<file path="src/rtl/simple_pkg.sv">
// Shared types and defaults for the SIMPLE core pipeline control logic.
// tag_t describes one in-flight instruction as seen by the hazard unit.
package simple_pkg;

  localparam int DEF_DATA_W  = 16;
  localparam int DEF_RADDR_W = 3;
  // Tags hold register addresses zero-extended to this width so one struct serves any RADDR_W.
  localparam int TAG_RD_W    = 8;
  localparam int SEL_REGFILE = 0;

  typedef struct packed {
    logic                valid;
    logic                wren;
    logic [TAG_RD_W-1:0] rd;
    logic                is_load;
  } tag_t;

  localparam tag_t TAG_BUBBLE = '0;

  function automatic logic tag_match(input tag_t t, input logic [TAG_RD_W-1:0] r);
    return t.valid & t.wren & (t.rd == r);
  endfunction

endpackage

</file>
<file path="src/rtl/fwd_select.sv">
// Priority encoder for one operand: the youngest matching producer wins,
// no match selects the register file.
module fwd_select
  import simple_pkg::*;
#(
  parameter  int NUM_SRC = 2,
  localparam int SEL_W   = $clog2(NUM_SRC + 1)
) (
  input  logic [NUM_SRC-1:0] match,
  output logic [SEL_W-1:0]   sel
);

  // Scan oldest to youngest so the smallest matching index is the last assignment.
  always_comb begin
    sel = SEL_W'(SEL_REGFILE);
    for (int j = NUM_SRC; j >= 1; j--) begin
      if (match[j-1]) begin
        sel = SEL_W'(j);
      end
    end
  end

endmodule

</file>
<file path="src/rtl/hazard_fwd_ctrl.sv">
// Hazard detection and forwarding control: tracks in-flight destination tags,
// stalls on load-use, flushes on taken branches, and drives EX operand muxes.
module hazard_fwd_ctrl
  import simple_pkg::*;
#(
  parameter  int DATA_W   = DEF_DATA_W,
  parameter  int RADDR_W  = DEF_RADDR_W,
  parameter  int NUM_SRC  = 2,
  parameter  int LOAD_LAT = 1,
  localparam int SEL_W    = $clog2(NUM_SRC + 1)
) (
  input  logic                      clock,
  input  logic                      reset,
  input  logic                      stop,
  input  logic                      branch_taken,
  input  logic                      id_valid,
  input  logic [RADDR_W-1:0]        id_rs,
  input  logic [RADDR_W-1:0]        id_rt,
  input  logic                      id_rs_used,
  input  logic                      id_rt_used,
  input  logic                      id_wren,
  input  logic [RADDR_W-1:0]        id_rd,
  input  logic                      id_is_load,
  input  logic [DATA_W-1:0]         rf_a,
  input  logic [DATA_W-1:0]         rf_b,
  input  logic [NUM_SRC*DATA_W-1:0] src_data,
  output logic                      pc_wren,
  output logic                      ir_wren,
  output logic                      ir_flush,
  output logic                      ex_flush,
  output logic [SEL_W-1:0]          fwd_sel_a,
  output logic [SEL_W-1:0]          fwd_sel_b,
  output logic [DATA_W-1:0]         op_a,
  output logic [DATA_W-1:0]         op_b,
  output logic [15:0]               stall_count
);

  localparam int DEPTH = NUM_SRC + 1;

  tag_t              tag_q [1:DEPTH];
  tag_t              tag_d [1:DEPTH];
  logic [SEL_W-1:0]  fwd_sel_a_q, fwd_sel_a_d;
  logic [SEL_W-1:0]  fwd_sel_b_q, fwd_sel_b_d;
  logic [15:0]       stall_count_q, stall_count_d;

  logic [DEPTH:1]    hit_a, hit_b, is_ld, lat_mask;
  logic [SEL_W-1:0]  sel_a_raw, sel_b_raw;
  logic              load_use, bubble;
  logic [DATA_W-1:0] src_arr [1:NUM_SRC];

  // Entry gi holds the instruction gi stages ahead of the one currently in ID.
  for (genvar gi = 1; gi <= DEPTH; gi++) begin : g_match
    assign hit_a[gi]    = tag_match(tag_q[gi], TAG_RD_W'(id_rs));
    assign hit_b[gi]    = tag_match(tag_q[gi], TAG_RD_W'(id_rt));
    assign is_ld[gi]    = tag_q[gi].is_load;
    assign lat_mask[gi] = (gi <= LOAD_LAT);
  end

  for (genvar gi = 1; gi <= NUM_SRC; gi++) begin : g_src
    assign src_arr[gi] = src_data[gi*DATA_W-1 -: DATA_W];
  end

  assign load_use = id_valid &
                    ((id_rs_used & |(hit_a & is_ld & lat_mask)) |
                     (id_rt_used & |(hit_b & is_ld & lat_mask)));
  assign bubble   = load_use | branch_taken;

  always_comb begin
    pc_wren  = 1'b1;
    ir_wren  = 1'b1;
    ir_flush = 1'b0;
    ex_flush = 1'b0;
    if (branch_taken) begin
      ir_flush = 1'b1;
      ex_flush = 1'b1;
    end else if (load_use) begin
      pc_wren  = 1'b0;
      ir_wren  = 1'b0;
      ex_flush = 1'b1;
    end
  end

  fwd_select #(.NUM_SRC(NUM_SRC)) u_sel_a (
    .match (hit_a[NUM_SRC:1]),
    .sel   (sel_a_raw)
  );

  fwd_select #(.NUM_SRC(NUM_SRC)) u_sel_b (
    .match (hit_b[NUM_SRC:1]),
    .sel   (sel_b_raw)
  );

  always_comb begin
    tag_d[1] = TAG_BUBBLE;
    if (!bubble) begin
      tag_d[1].valid   = id_valid;
      tag_d[1].wren    = id_wren;
      tag_d[1].rd      = TAG_RD_W'(id_rd);
      tag_d[1].is_load = id_is_load;
    end
    for (int k = 2; k <= DEPTH; k++) begin
      tag_d[k] = tag_q[k-1];
    end

    fwd_sel_a_d = (bubble | ~id_rs_used) ? SEL_W'(SEL_REGFILE) : sel_a_raw;
    fwd_sel_b_d = (bubble | ~id_rt_used) ? SEL_W'(SEL_REGFILE) : sel_b_raw;

    stall_count_d = stall_count_q;
    if (load_use && !branch_taken && stall_count_q != 16'hFFFF) begin
      stall_count_d = stall_count_q + 16'd1;
    end
  end

  // Reset takes priority over stop so a frozen pipeline can still be cleared.
  always_ff @(posedge clock) begin
    if (!reset) begin
      for (int k = 1; k <= DEPTH; k++) begin
        tag_q[k] <= TAG_BUBBLE;
      end
      fwd_sel_a_q   <= SEL_W'(SEL_REGFILE);
      fwd_sel_b_q   <= SEL_W'(SEL_REGFILE);
      stall_count_q <= 16'd0;
    end else if (!stop) begin
      for (int k = 1; k <= DEPTH; k++) begin
        tag_q[k] <= tag_d[k];
      end
      fwd_sel_a_q   <= fwd_sel_a_d;
      fwd_sel_b_q   <= fwd_sel_b_d;
      stall_count_q <= stall_count_d;
    end
  end

  always_comb begin
    op_a = rf_a;
    op_b = rf_b;
    for (int j = 1; j <= NUM_SRC; j++) begin
      if (fwd_sel_a_q == SEL_W'(j)) op_a = src_arr[j];
      if (fwd_sel_b_q == SEL_W'(j)) op_b = src_arr[j];
    end
  end

  assign fwd_sel_a   = fwd_sel_a_q;
  assign fwd_sel_b   = fwd_sel_b_q;
  assign stall_count = stall_count_q;

endmodule
</file>
<file path="config.mk">
export PLATFORM = sky130hd
export DESIGN_NAME = hazard_fwd_ctrl
export DESIGN_NICKNAME = d
export VERILOG_FILES = /design/src/rtl/simple_pkg.sv /design/src/rtl/fwd_select.sv /design/src/rtl/hazard_fwd_ctrl.sv
export SDC_FILE = /design/constraint.sdc
export NUM_CORES = 1
export LEC_CHECK = 0
export CAP_MARGIN = 20
export CORE_MARGIN = 5
export CORE_UTILIZATION = 35
export DETAILED_ROUTE_END_ITERATION = 8
export HOLD_SLACK_MARGIN = 0.08
export PLACE_DENSITY = 0.78
export SLEW_MARGIN = 5
export SYNTH_ARGS = -nofsm -noshare
export SYNTH_HDL_FRONTEND = slang
export SYNTH_HIERARCHICAL = 1
export SYNTH_SLANG_ARGS = --single-unit
export TNS_END_PERCENT = 100
</file>
<file path="constraint.sdc">
create_clock -name clock -period 5.3 [get_ports clock]
set_input_delay 0.53 -clock clock [delete_from_list [all_inputs] [get_ports clock]]
set_output_delay 0.53 -clock clock [all_outputs]
set_load 0.05 [all_outputs]
</file>
==> results.md <==
- Final instance area: 0.00410 mm²
- Reg-to-Reg Start: tag_q[1][3]
- Setup crit start kind: input pin
- Least-Margin Pin Slew: 1.09 ns
- Total grt overflow: 0
- Clk_skew: 0.00884 ns
- Die area: approximately 0.0093 mm²
- Root buffer cell: clkbuf_8
- Hold buffer count at cts: 0
- Max_cap viols: 0
- Clk slew on worst S/H paths: 0.06 ns
- Seq/Total Area, Yosys: 28.1%
- Placer Congestion: 0.821
- Total CTS buffers: 5
- Die height: 96.3 µm
- Crit-path cells: clkdlybuf4s50_1 > xor2_1 > nor4_2 > nor2_1 > or3_2 > clkdlybuf4s50_1
- Worst setup path endpoint: ir_wren
- Worst vdd ir: 0.147 mV
- Routed Antenna Nets: 0
- CP max FO: 11
- Worst path required time: 4.77 ns
- Type of the worst min-delay path: reg -> reg
- CP Launch Point: id_rs[2]
- I/O pin cnt: 138
- Crit Reg-Reg Endpoint: tag_q[1][3]
- Met3 wire len: 835 µm
- CP Class: in -> out
- Cell repeated most along the worst path: clkdlybuf4s50_1
- Avg Inst Size Synth: 8.45 µm²
- Pre-antenna DRT Iters: 4
- Yosys warnings: 6
- CTS Buffer Depth: 2
- Mapped cell area: between 0.002 and 0.003 mm²
- Post-detailed-route wirelength per cell: 17.0 µm
- Hold Crit Depth: 2
- Power Density: 155 mW/mm²
- Diodes inserted: 0
- DRC Markers: 0
- EDFF count, synth: 11
- Initial DRC count: 118
- RSZ-0062 raised after global routing: false
- Row cnt: 31
- FF-to-FF path depth: 5
- CP endpoint kind: primary output
- Nets: 512
- TNS Setup: 0 ns
- Worst skew pair latency: between 0.2 and 0.3 ns
- Pleak: ~1.3 nW
- Headroom to the max-slew limit: 27.4%
- R2R setup slack: 2.95 ns
- DP Wirelength: 6940 µm
- Area delta synth->final: 57.6%
- Starting density of the core: 35.9%
- Vias per std cell: 5.45
- Final Hold Fails: 0
- CP arrival: 3.34 ns
- CTS tree: built
- H-tree levels: 2
- Pin count of the biggest net entering global routing: 51
- Area post-placement: 0.00399 mm²
- Min Tclk post-route: 3.87 ns
- Maximum clock frequency: 258 MHz
- Worst-path cell with the longest stage delay: clkdlybuf4s50_1
- WL met2: 4380 µm
- Port Buf Inserts: 137
- Clock Sink Count: 31
- Mapped Cells: 308
- Chip width: 96.3 µm
- Vias in the first global route: 2,810
- Setup Buffers After CTS: 0
- First-pass GRT wire length: 13,400 µm
- Final period utilization: 73.0%
- Synth async-reset ratio: 0%
- Synth Flop Type: dfxtp_1
- CP peak stage delay: 0.72 ns
- Via count: 2,885
- Total core area: 0.00725 mm²
- Netlist cell types: 41
- Status: complete, no violations
- Post-synthesis register bit count: 31
- Final Max Slew Viols: 0
- Total routed wirelength: about 9000 µm
- PostCTS Resize Cnt: 0
- WL met1: 3610 µm
- Initial antenna violation count: 0
- GR Util All Layers: 18.0%
- Final setup viols: 0
- Share of layout cells above drive strength 1: under 10%
- Syn_nets: 391
- Highest Signal Layer: met4
==> worst min-delay path by stage <==
| stage | startpoint | to | slack (ns) |
|---|---|---|---|
| after floorplan | tag_q[1][9] | tag_q[2][9] | 0.57 |
| after global placement | stall_count[1] | stall_count[1] | 0.49 |
| after detailed placement | stall_count[1] | stall_count[1] | 0.51 |
| after CTS | stall_count[1] | stall_count[1] | 0.52 |
| after global routing | stall_count[0] | stall_count[0] | 0.54 |
| final | stall_count[1] | stall_count[1] | 0.51 |
==> layer usage <==
| metal | GRT usage [%] | vias up |
|---|---|---|
| li1 | - | 1398 |
| met1 | 21.4 | 1363 |
| met2 | 31.4 | 108 |
| met3 | 5.47 | 16 |
| met4 | 4.50 | 0 |
| met5 | 0 | - |
==> state kept, by name, summed over array words and instances, names as in the netlist <==
name and cells:
fwd_sel_b 2, tag_q 11, fwd_sel_a 2, stall_count 16
==> critical path: cells and delay by family <==
family | cells | cell delay [ns]
xor+xnor | 1 | 0.19
buf+inv | 2 | 1.18
simple gates | 3 | 1.44
==> logic make-up after synthesis <==
kind of cell	share of synthesized area (%)
simple gates	24.4
compound gates	23.3
mux	13.5
flops	28.1
buf+inv	4.90
xor+xnor	5.38
fa+ha+maj	0.480
==> final cells by class <==
class                      count  area [µm²]
clock inverter                 3        15.0
fill                         662        3150
clock buffer                   5        68.8
multi-input combinational    249        1750
timing repair buffer         139        1410
tap                           99         124
sequential                    31         733
inverter                       3        11.3
==> cell usage after synthesis, drive strengths merged, types with 3 or more instances <==
| master | count | share of area [%] |
|---|---|---|
| or3 | 7 | 1.7 |
| nand4 | 5 | 1.2 |
| xor2 | 14 | 4.7 |
| a21oi | 40 | 7.7 |
| a211oi | 32 | 9.2 |
| nor2 | 5 | 0.72 |
| nor4 | 7 | 2.2 |
| and3 | 3 | 0.72 |
| nor2b | 34 | 8.7 |
| o21ai | 7 | 1.3 |
| and2 | 16 | 3.9 |
| nand2 | 14 | 2.0 |
| a32o | 4 | 1.5 |
| nand2b | 3 | 0.72 |
| edfxtp | 11 | 13 |
| inv | 3 | 0.43 |
| clkbuf | 16 | 2.3 |
| dfxtp | 20 | 15 |
| o2111ai | 4 | 1.3 |
| mux2i | 35 | 13 |
| buf | 9 | 2.2 |
==> placed cells by master, fill, tap and decap left out, types with 3 or more instances in the layout <==
cell and instances:
or3_1 6, mux2i_1 35, and3_1 3, nand4_1 5, nor4_1 5, inv_1 3
a211oi_1 32, o2111ai_1 4, nor2b_1 32, o21ai_0 7, a32o_1 4, nand2_1 14
nand2b_1 3, clkbuf_8 5, clkdlybuf4s50_1 137, dfxtp_1 18, edfxtp_1 11, xor2_1 14
nor2_1 5, and2_1 15, a21oi_1 40
==> where the power goes <==
part	leakage, nW	internal [mW]	switching, mW	total (mW)
combinational	1.02	0.101	0.103	0.205
sequential	0.282	0.253	0.00556	0.258
clock	0.0392	0.0890	0.0858	0.175
total	1.34	0.443	0.195	0.638
==> metrics by stage <==
stage	setup slack [ns]	utilization, %	cells	hold slack, ns	power [mW]
2_1_floorplan	2.31	-	308	0.574	0.362
3_3_place_gp	1.55	55.0	520	0.489	0.463
3_5_place_dp	1.46	55.0	520	0.507	0.467
4_1_cts	1.45	56.2	528	0.518	0.643
5_1_grt	1.27	56.6	529	0.542	0.668
6_report	1.43	56.6	529	0.513	0.638
No activity file was read; power rests on OpenSTA's default activity.
